**src/rtl/spi_slave_if_pkg.sv**
```systemverilog
// Shared definitions for the SPI slave front end: FSM state encoding and default sizes.
// Optional feature macro SPI_TX_UNDERRUN_EN is consumed by spi_slave_if.
package spi_slave_if_pkg;

    typedef enum logic {
        ST_IDLE  = 1'b0,
        ST_SHIFT = 1'b1
    } state_t;

    localparam int SPI_DEFAULT_WIDTH = 8;
    localparam int SPI_MIN_SYNC      = 2;

endpackage

```
**src/rtl/spi_slave_if_sync.sv**
```systemverilog
// spi_sync: multi-flop synchroniser for one asynchronous pin, resetting to the pin's idle level.
module spi_sync
    import spi_slave_if_pkg::*;
#(
    parameter int   STAGES  = SPI_MIN_SYNC,
    parameter logic RST_VAL = 1'b0
) (
    input  logic clk,
    input  logic rst,
    input  logic din,
    output logic dout
);

    logic [STAGES-1:0] chain;

    // NOTE: sequential state uses non-blocking assignments so every flop samples pre-edge values.
    always_ff @(posedge clk) begin
        if (rst) begin
            chain <= {STAGES{RST_VAL}};
        end else begin
            chain <= {chain[STAGES-2:0], din};
        end
    end

    assign dout = chain[STAGES-1];

endmodule

```
**src/rtl/spi_slave_if.sv**
```systemverilog
// SPI mode-0 slave front end: synchronises pins, assembles rx words, serialises tx words onto miso.
// Define SPI_TX_UNDERRUN_EN to add the sticky tx_underrun output.
module spi_slave_if
    import spi_slave_if_pkg::*;
#(
    parameter int DATA_WIDTH  = SPI_DEFAULT_WIDTH,
    parameter int SYNC_STAGES = SPI_MIN_SYNC
) (
    input  logic                  clk,
    input  logic                  rst,
    input  logic                  sck,
    input  logic                  cs_n,
    input  logic                  mosi,
    output logic                  miso,
    output logic [DATA_WIDTH-1:0] rx_data,
    output logic                  rx_rdy,
    input  logic [DATA_WIDTH-1:0] tx_data,
    input  logic                  tx_load,
`ifdef SPI_TX_UNDERRUN_EN
    output logic                  tx_underrun,
`endif
    output logic                  busy
);

    localparam int              CW   = (DATA_WIDTH > 2) ? $clog2(DATA_WIDTH) : 1;
    localparam logic [CW-1:0]   LAST = CW'(DATA_WIDTH - 1);

    logic sck_s, cs_n_s, mosi_s;
    logic sck_d, sck_dd, cs_n_d, mosi_d;

    spi_sync #(.STAGES(SYNC_STAGES), .RST_VAL(1'b0)) u_sync_sck  (.clk(clk), .rst(rst), .din(sck),  .dout(sck_s));
    spi_sync #(.STAGES(SYNC_STAGES), .RST_VAL(1'b1)) u_sync_cs_n (.clk(clk), .rst(rst), .din(cs_n), .dout(cs_n_s));
    spi_sync #(.STAGES(SYNC_STAGES), .RST_VAL(1'b0)) u_sync_mosi (.clk(clk), .rst(rst), .din(mosi), .dout(mosi_s));

    state_t                  state;
    logic [CW-1:0]           bit_cnt;
    logic [DATA_WIDTH-1:0]   rx_shift;
    logic [DATA_WIDTH-1:0]   tx_shift;
    logic [DATA_WIDTH-1:0]   tx_hold;
    logic [DATA_WIDTH-1:0]   rx_word;
    logic                    sck_rise, sck_fall;
    logic                    frame_start, word_done, shift_load;

    // All pin-derived strobes come from one aligned delayed stage, so mosi and cs_n line up with the sck edges.
    assign sck_rise    = sck_d & ~sck_dd;
    assign sck_fall    = ~sck_d & sck_dd;
    assign rx_word     = {rx_shift[DATA_WIDTH-2:0], mosi_d};
    assign frame_start = (state == ST_IDLE) && !cs_n_d;
    assign word_done   = (state == ST_SHIFT) && !cs_n_d && sck_rise && (bit_cnt == LAST);
    assign shift_load  = frame_start || word_done;

    always_ff @(posedge clk) begin
        if (rst) begin
            sck_d    <= 1'b0;
            sck_dd   <= 1'b0;
            cs_n_d   <= 1'b1;
            mosi_d   <= 1'b0;
            state    <= ST_IDLE;
            bit_cnt  <= '0;
            rx_shift <= '0;
            rx_data  <= '0;
            rx_rdy   <= 1'b0;
        end else begin
            sck_d  <= sck_s;
            sck_dd <= sck_d;
            cs_n_d <= cs_n_s;
            mosi_d <= mosi_s;
            rx_rdy <= 1'b0;
            case (state)
                ST_IDLE: begin
                    if (!cs_n_d) begin
                        state   <= ST_SHIFT;
                        bit_cnt <= '0;
                    end
                end
                ST_SHIFT: begin
                    // Deselect has priority over a coincident sck rise; the partial word is dropped.
                    if (cs_n_d) begin
                        state   <= ST_IDLE;
                        bit_cnt <= '0;
                    end else if (sck_rise) begin
                        rx_shift <= rx_word;
                        if (bit_cnt == LAST) begin
                            rx_data <= rx_word;
                            rx_rdy  <= 1'b1;
                            bit_cnt <= '0;
                        end else begin
                            bit_cnt <= bit_cnt + CW'(1);
                        end
                    end
                end
                default: state <= ST_IDLE;
            endcase
        end
    end

    // Transmit path: a shifter load empties tx_hold; a coincident tx_load bypasses it.
    always_ff @(posedge clk) begin
        if (rst) begin
            tx_shift <= '0;
            tx_hold  <= '0;
        end else if (shift_load) begin
            tx_shift <= tx_load ? tx_data : tx_hold;
            tx_hold  <= '0;
        end else begin
            if (tx_load) begin
                tx_hold <= tx_data;
            end
            if ((state == ST_SHIFT) && !cs_n_d && sck_fall && (bit_cnt != '0)) begin
                tx_shift <= {tx_shift[DATA_WIDTH-2:0], 1'b0};
            end
        end
    end

`ifdef SPI_TX_UNDERRUN_EN
    logic hold_full;

    always_ff @(posedge clk) begin
        if (rst) begin
            hold_full   <= 1'b0;
            tx_underrun <= 1'b0;
        end else begin
            if (shift_load) begin
                hold_full <= 1'b0;
            end else if (tx_load) begin
                hold_full <= 1'b1;
            end
            // A new frame clears the flag and then evaluates its own first load.
            if (frame_start) begin
                tx_underrun <= !hold_full && !tx_load;
            end else if (word_done && !hold_full && !tx_load) begin
                tx_underrun <= 1'b1;
            end
        end
    end
`endif

    assign miso = (state == ST_SHIFT) ? tx_shift[DATA_WIDTH-1] : 1'b0;
    assign busy = (state == ST_SHIFT);

endmodule

```
**config.mk**
```make
export PLATFORM = sky130hd
export DESIGN_NAME = spi_slave_if
export DESIGN_NICKNAME = d
export VERILOG_FILES = /design/src/rtl/spi_slave_if_pkg.sv /design/src/rtl/spi_slave_if_sync.sv /design/src/rtl/spi_slave_if.sv
export SDC_FILE = /design/constraint.sdc
export NUM_CORES = 1
export LEC_CHECK = 0
export CAP_MARGIN = 10
export CORE_UTILIZATION = 33
export DETAILED_ROUTE_END_ITERATION = 16
export GPL_ROUTABILITY_DRIVEN = 0
export PLACE_DENSITY = 0.54
export SLEW_MARGIN = 30
export SYNTH_ARGS = -nofsm -noshare
export SYNTH_HDL_FRONTEND = slang
export SYNTH_SLANG_ARGS = --single-unit
```
**constraint.sdc**
```tcl
create_clock -name clk -period 2.3 [get_ports clk]
set_input_delay 0.46 -clock clk [delete_from_list [all_inputs] [get_ports clk]]
set_output_delay 0.46 -clock clk [all_outputs]
set_load 0.05 [all_outputs]
```
Word level (Yosys, flattened, before mapping)
Index checks and enable logic that the tools add are counted.
- add/subtract/negate cells: 1
- equality and inequality tests: 3
- mux-type cells: 11
- bitwise gates (word level): 7
- reduce and logical (&&, ||, !) cells: 15
- operators with widths (operator ; count):
    $mux 8 ; 3
    $mux 3 ; 4
    $logic_and 1x1->1 ; 6
    $pmux 3 s2 ; 1
    $not 1->1 ; 5
    $reduce_and 4->1 ; 1
    $reduce_or 4->1 ; 1
    $add 3x1->3 const B ; 1
    $eq 3x3->1 const B ; 1
    $mux 1 ; 3
    $ne 3x2->1 const B ; 1
    $reduce_and 3->1 ; 1
    $reduce_bool 3->1 ; 1
    $and 1x1->1 ; 2
    $ne 2x2->1 const B ; 1
    $reduce_and 2->1 ; 1
    $reduce_bool 2->1 ; 1
    $reduce_or 2->1 ; 1
    $logic_not 1->1 ; 1
    $logic_or 1x1->1 ; 1
- register bits: 46
- bits of input ports: 14
- output and inout port bits: 11
- logic and storage cells: 51

Logic depth before layout (Yosys ltp)
Gate-level depths: netlist of run 1.
- word-level depth: 6
- gate-level depth with buffers: 8
- depth with buffers taken out: 6

By module
Synthesis of run 1 repeated with hierarchy kept, for this count alone.
- cell total of the unflattened synthesis: 180
- area total of the unflattened synthesis: 1791.7 um^2
- by module, submodules not included (module ; instances ; cells an instance ; area each (um^2) ; seq. area each (um^2)):
    spi_slave_if ; 1 ; 168 ; 1634.1 ; 800.8
    spi_sync ; 3 ; 4 ; 52.6 ; 40.0

Worst setup path before layout of run 1
No wires, ideal clock.
- kind: register -> output
- start point: register state, in the netlist busy
- end point: output miso
- arrival: 1227 ps
- data required time: 1840 ps
- setup slack: 613 ps
- stages on the path, launching flop included: 2
- buffers on the path: 0
- cells stage by stage: dfxtp_1 > and2_1
- cells in the longest elaborated chain, start to end: 1
- ends and longest elaborated chain (item ; line ; RTL):
    from (decl) ; spi_slave_if.sv:35 ; state_t state;
    from (signal assigned) ; spi_slave_if.sv:58 ; state <= ST_IDLE;
    from (signal assigned) ; spi_slave_if.sv:72 ; state <= ST_SHIFT;
    from (signal assigned) ; spi_slave_if.sv:79 ; state <= ST_IDLE;
    $mux 1 ; spi_slave_if.sv:138 ; assign miso = (state == ST_SHIFT) ? tx_shift[DATA_WIDTH-1] : 1'b0;
    to (decl) ; spi_slave_if.sv:14 ; output logic miso,
Every way passes these cells.

Worst setup path after layout of run 1
Same ends and word-level chain as after synthesis.

==> results of run 1 <==
==> power by group through the flow <==
| stage | clock network, mW | logic [mW] | registers [mW] |
|---|---|---|---|
| detailed placement | 0 | 0.0897 | 0.842 |
| global placement | 0 | 0.0878 | 0.841 |
| floorplan | 0 | 0.0538 | 0.841 |
| CTS | 0.482 | 0.0899 | 0.823 |
| global route | 0.509 | 0.0968 | 0.825 |
| finish | 0.459 | 0.0889 | 0.823 |
==> Yosys cell counts (2+ instances only) <==
cell,instances
dfxtp_1,46
nand2_1,32
a21oi_1,21
nand3_1,8
a221oi_2,7
mux2i_1,7
nor2b_1,7
nor3_1,7
clkbuf_1,5
ha_1,4
a21oi_2,3
buf_2,3
inv_1,3
nor2_1,3
or2_2,3
a22oi_1,2
buf_4,2
buf_6,2
nand2b_1,2
nor3b_1,2
==> registers in the layout, indices dropped and copies added (netlist names) <==
signal             count
rx_data                8
tx_hold                8
tx_shift               8
rx_shift               7
bit_cnt                3
u_sync_cs_n.chain      2
u_sync_mosi.chain      2
u_sync_sck.chain       2
busy                   1
cs_n_d                 1
mosi_d                 1
rx_rdy                 1
sck_d                  1
sck_dd                 1
==> metrics by stage <==
stage / instances / setup slack [ps] / cell area, sq um
after detailed placement: 270 / 424 / 2120
final: 277 / 121 / 2200
after CTS: 277 / 85.8 / 2200
after global placement: 270 / 452 / 2120
after floorplan: 182 / 613 / 1800
after global routing: 277 / 28.8 / 2200
==> per-layer routing <==
layer / up-vias / wire length, microns / GRT usage
met2: 25 / 1440 / 0.184
met5: - / 0 / 0
met3: 7 / 133 / 0.0337
met1: 571 / 1430 / 0.130
li1: 674 / - / -
met4: 0 / 89 / 0.0865
==> critical path: cells and delay by family, from the launching register on <==
family	cells	cell delay, ps
buffers and inverters	1	800
and+or+nand+nor	1	170
DFF	1	450
==> final timing paths <==
path,startpoint,end,depth (start not counted),slack [ps]
worst min register to register,u_sync_cs_n.chain[1],cs_n_d,1,410
worst max-delay path,busy,miso,2,120
worst min-delay path,u_sync_cs_n.chain[1],cs_n_d,1,410
worst max register to register,bit_cnt[0],tx_shift[5],7,430
==> cell type report <==
type	count	area, sq um	area share
inverters	3	11.3	0.00511
clock inverters	1	7.51	0.00341
multi-input cells	121	806	0.366
well taps	70	87.6	0.0398
repair buffers	30	298	0.135
clock buffers	6	72.6	0.0329
flip-flops and latches	46	921	0.418
==> cell families after synthesis <==
| family | Yosys count | share of synthesized area |
|---|---|---|
| buffers and inverters | 15 | 0.0458 |
| adders and majority gates | 4 | 0.0278 |
| AOI/OAI and AO/OA | 37 | 0.164 |
| muxes | 8 | 0.0451 |
| and+or+nand+nor | 72 | 0.206 |
| DFF | 46 | 0.511 |
==> key figures, run 1 <==
Synth
  • Synth area leader: dfxtp_1
  • Synth warn: 0
  • Ys async rst share: 0
  • Primary FF master, synth: dfxtp_1
  • Post-Syn Nets: 200
  • Register area share after synthesis: 0.511
  • Synth unique cells: 33
  • Top cell type's share of synthesized area: 0.511
  • Top post-synthesis cells by area: dfxtp_1 51%, nand2_1 6.7%, a21oi_1 5.8%
  • Syn Inst Count: 182
  • Syn Std Cell Area: 0.00180 sq mm
  • EDFF count, synth: 0
  • Seq cells post-synth: 46
  • Avg Synthesized Cell Area: 9.91 sq um

STA
  • Slew HR: 0.640
  • Fmax: 459 MHz
  • RSZ-0062 raised after global routing: no
  • Final slew viol count: 0
  • Post-route clock period utilization: 0.947
  • Final Hold Viols: 0
  • Setup TNS: 0 ps
  • Worst hold slack: 411 ps
  • Clock Skew: 8.14 ps
  • Final Setup Violations: 0
  • Final critical-path required period: 2180 ps
  • Worst-Margin Slew: 539 ps

Finish
  • Final net count: 225
  • Commonest non-fill, non-tap cell in the layout: dfxtp_1
  • Fillers: 512
  • Ant diodes: 0
  • Layout Utilization: 0.426
  • Layout cells sized above 1: 0.155
  • Commonest cells after routing, fill and taps aside: 46 x dfxtp_1, 32 x nand2_1, 24 x clkdlybuf4s50_1, 21 x a21oi_1, 8 x nand3_1
  • Synthesis-to-finish area growth: 22.2%

Drt
  • First-pass DRT Iterations: 4
  • WL final: 3.10 mm
  • DR vias: 1277
  • DR WL/cell: 11.2 microns
  • Vias per inst: 4.61
  • Iter 0 DRT Violations: 87
  • # DRC: 0
  • Routed Antenna Nets: 0

Worst setup path
  • Worst EP arrival: 1720 ps
  • Crit path launch type: flop
  • Worst-path cell chain: and2_1 -> clkdlybuf4s50_1
  • CP max stage delay: 800 ps
  • Crit path capture type: output pin
  • Setup CP Type: flop to output pin
  • Crit-path max FO: 7
  • Critical Path RT: 1840 ps
  • CP max stage cell: clkdlybuf4s50_1

Clock network
  • Hold buffer count at CTS: 0
  • H-tree depth: 2
  • CTS tree: built
  • Setup Fix Bufs, Post-CTS: 0
  • Skew-Pair Late Insertion Delay: 300 ps
  • Total CTS buffers: 5
  • CTS Buffer Depth: 2
  • Root Buffer: clkbuf_8
  • Post-cts resize count: 0
  • Reg clk slew, reported paths: 80 ps
  • CTS Sinks: 46

Placement
  • Port bufs: 24
  • HPWL after DPL: 2.11 mm

Run status
  • Outcome: complete, no violations

Global routing
  • Vias in the first global route: 1155
  • GR Overflow Total: 0
  • Global-route wire length before repair: 5.13 mm
  • Largest net degree at the start of global routing: 46
  • All-Layer GR Usage: 0.115
  • Initial antenna violation count: 0

Pwr
  • Peak VDD IR: 364 uV
  • Pleak: 0.772 nW
  • Sw Ratio: 0.218
  • Internal power: 1.07 mW
  • Combinational Power Share: 0.065
  • Net load switching power: 0.299 mW
  • Clock power frac: 0.335
  • Seq pwr share: 0.600
  • Total power: 1.37 mW
  • Power Dens Cells: 622 mW/mm^2

Die
  • Die X: 75.9 microns
  • Io pins: 25
  • Die H: 75.9 microns
  • Core area: 0.00517 sq mm
  • Initial Util: 0.349
  • Std cell rows: 26
  • Die Area: 0.00576 sq mm

Job
  • Max-cap check violation count: 0

Hold path
  • Tightest Hold Check Type: flop to flop
Power figures use the tool's default switching activity.
==> run 2: changes to the inputs <==
PLACE_DENSITY = 0.56   (was 0.54)
clock period = 1.8 ns   (was 2.3 ns; I/O delays follow)
==> run 2 against run 1 <==
Clock skew decreased by 3.5 ps. Critical path type is now flop to flop. Highest routed layer unchanged. Sequential cell count unchanged. First-iteration DRC count decreased by 25%. Hold slack about the same. Core utilization increased by 1.3 points. Final area increased by 3.0%. Clock-buffer cell count unchanged. Clock power increased by 68%. Critical path depth increased by 5. Sequential power increased by 28%. Die area unchanged.
==> key figures, run 2 (synthesis results as in run 1) <==
Worst setup path
  • Critical Path RT: 2010 ps (+170 ps)
  • Crit path launch type: flop
  • Crit. Startpoint: bit_cnt[0]
  • R2R setup slack: 220 ps (-210 ps)
  • CP max stage delay: 380 ps (-420 ps)
  • Crit path buffers/inverters: 1 (unchanged)
  • CP dominant cell by count: ha_1
  • Worst EP arrival: 1790 ps (+70 ps)
  • Crit path capture type: flop
  • Worst R2R Start: bit_cnt[0]
  • Crit-path max FO: 13 (+6)
  • Setup CP Type: flop to flop
  • Worst-path cell chain: ha_1 -> ha_1 -> nand3b_2 -> a21oi_4 -> buf_12 -> a21oi_1 -> a221oi_2
  • CP max stage cell: dfxtp_1
  • Cell family with most CP delay: compound AO/OA/AOI/OAI gates

Global routing
  • GR Overflow Total: 0 (unchanged)
  • Largest net degree at the start of global routing: 47 (+2.2%)
  • Most Crowded Layer GR: met2
  • GR met3 Demand/Resource: 0.0361 (+0.00241)
  • Vias in the first global route: 1198 (+3.7%)
  • Initial antenna violation count: 0 (unchanged)
  • Met1 Use GR: 0.155 (+0.0244)
  • All-Layer GR Usage: 0.117 (+0.00117)
  • Met2 usage: 0.173 (-0.0109)
  • Global-route wire length before repair: 5.40 mm (+5.2%)

STA
  • Final Hold Viols: 0 (unchanged)
  • Final critical-path required period: 1580 ps
  • Final Setup Violations: 0 (unchanged)
  • Setup TNS: 0 ps (unchanged)
  • Worst hold slack: 411 ps (-0.0470 ps)
  • Final slew viol count: 0 (unchanged)
  • Fmax: 631 MHz
  • Post-route clock period utilization: 0.880
  • Clock Skew: 4.67 ps (-3.47 ps)
  • Worst-Margin Slew: 383 ps (-157 ps)
  • RSZ-0062 raised after global routing: no
  • Slew HR: 0.742 (+0.103)

Finish
  • Final net count: 228 (+1.3%)
  • Layout cells sized above 1: 0.224 (+0.0692)
  • Biggest regs: rx_data (8), tx_hold (8), tx_shift (8)
  • Commonest non-fill, non-tap cell in the layout: dfxtp_1
  • Commonest cells after routing, fill and taps aside: 46 x dfxtp_1, 32 x nand2_1, 21 x a21oi_1, 16 x buf_4, 13 x clkdlybuf4s50_1
  • Synthesis-to-finish area growth: 25.8%
  • Ant diodes: 0 (unchanged)
  • Fillers: 530 (+3.5%)

Placement
  • Port bufs: 24 (unchanged)
  • HPWL after DPL: 2.04 mm (-3.2%)

Clock network
  • CTS tree: built
  • Root Buffer: clkbuf_8
  • Skew-Pair Late Insertion Delay: 290 ps (about the same)
  • CTS Buffer Depth: 2 (unchanged)
  • Total CTS buffers: 5 (unchanged)
  • CTS Sinks: 46 (unchanged)
  • H-tree depth: 2 (unchanged)
  • Reg clk slew, reported paths: 80 ps (about the same)

Die
  • Die Area: 0.00576 sq mm (unchanged)
  • Io pins: 25 (unchanged)
  • Initial Util: 0.349 (unchanged)
  • Core area: 0.00517 sq mm (unchanged)
  • Std cell rows: 26 (unchanged)
  • Die H: 75.9 microns (unchanged)
  • Die X: 75.9 microns (unchanged)

Run status
  • Outcome: complete, no violations

Pwr
  • Peak VDD IR: 471 uV (+29%)
  • Power Dens Cells: 856 mW/mm^2 (+38%)
  • Pleak: 0.841 nW (+8.9%)

Drt
  • First-pass DRT Iterations: 3 (-1)
  • WL final: 3.17 mm (+2.2%)
  • DR WL/cell: 11.3 microns (+1.1%)
  • Vias per inst: 4.66 (+1.2%)
  • # DRC: 0 (unchanged)
  • Routed Antenna Nets: 0 (unchanged)
  • DR vias: 1306 (+2.3%)
  • Iter 0 DRT Violations: 65 (-25%)

Hold path
  • Origin of the worst min-delay path: u_sync_cs_n.chain[1]
  • Tightest Hold Check Type: flop to flop

Job
  • Max-cap check violation count: 0 (unchanged)
-- run 2: routing by layer --
metal | vias to the layer above | wire length (microns)
li1 | 681 | -
met1 | 600 | 1640
met2 | 21 | 1370
met3 | 4 | 113
met4 | 0 | 40
met5 | - | 0
-- run 2: per-stage QoR --
stage                     power (mW)  instances  cell area [sq um]   util  setup slack [ps]
final                           1.94        280               2270  0.439               216
after detailed placement        1.20        272               2140  0.413               115
after global placement          1.20        272               2140  0.413               157
after global routing            2.03        280               2270  0.439              76.6
after floorplan                 1.14        182               1800      -               173
after CTS                       1.97        279               2250  0.435              85.9
-- run 2: path summary, 6_finish.rpt --
check / to / depth (start not counted)
setup reg to reg: tx_shift[3] / 7
setup / recovery: tx_shift[3] / 7
hold reg to reg: cs_n_d / 1
hold / removal: cs_n_d / 1
-- run 2: cell type report --
| type | instances | area (sq um) | area share |
|---|---|---|---|
| clock inverter | 1 | 30.0 | 0.0132 |
| timing repair buffer | 33 | 330 | 0.146 |
| inverter | 3 | 11.3 | 0.00496 |
| multi-input combinational | 121 | 806 | 0.355 |
| clock buffer | 6 | 82.6 | 0.0364 |
| tap | 70 | 87.6 | 0.0386 |
| sequential | 46 | 921 | 0.406 |
-- run 2: repair_timing --
| action | 4_1_cts | 5_1_grt |
|---|---|---|
| setup buffers | 0 | 1 |
| hold buffers | 0 | 0 |
| hold endpoints to repair | 0 | 0 |
| endpoints found under the setup margin | 0 | 6 |
| resized for setup | 0 | 0 |
-- run 2: where the power goes --
part	switching (mW)	leakage, nW	internal [mW]
sequential	0.0103	0.374	1.04
clock	0.325	0.0573	0.444
combinational	0.0540	0.409	0.0679
-- run 2: worst reg2reg max path, cell delays in order, from the launching register on --
cell and delay [ps]:
dfxtp_1 380, ha_1 200, ha_1 190, nand3b_2 110
a21oi_4 160, buf_12 150, a21oi_1 60, a221oi_2 250
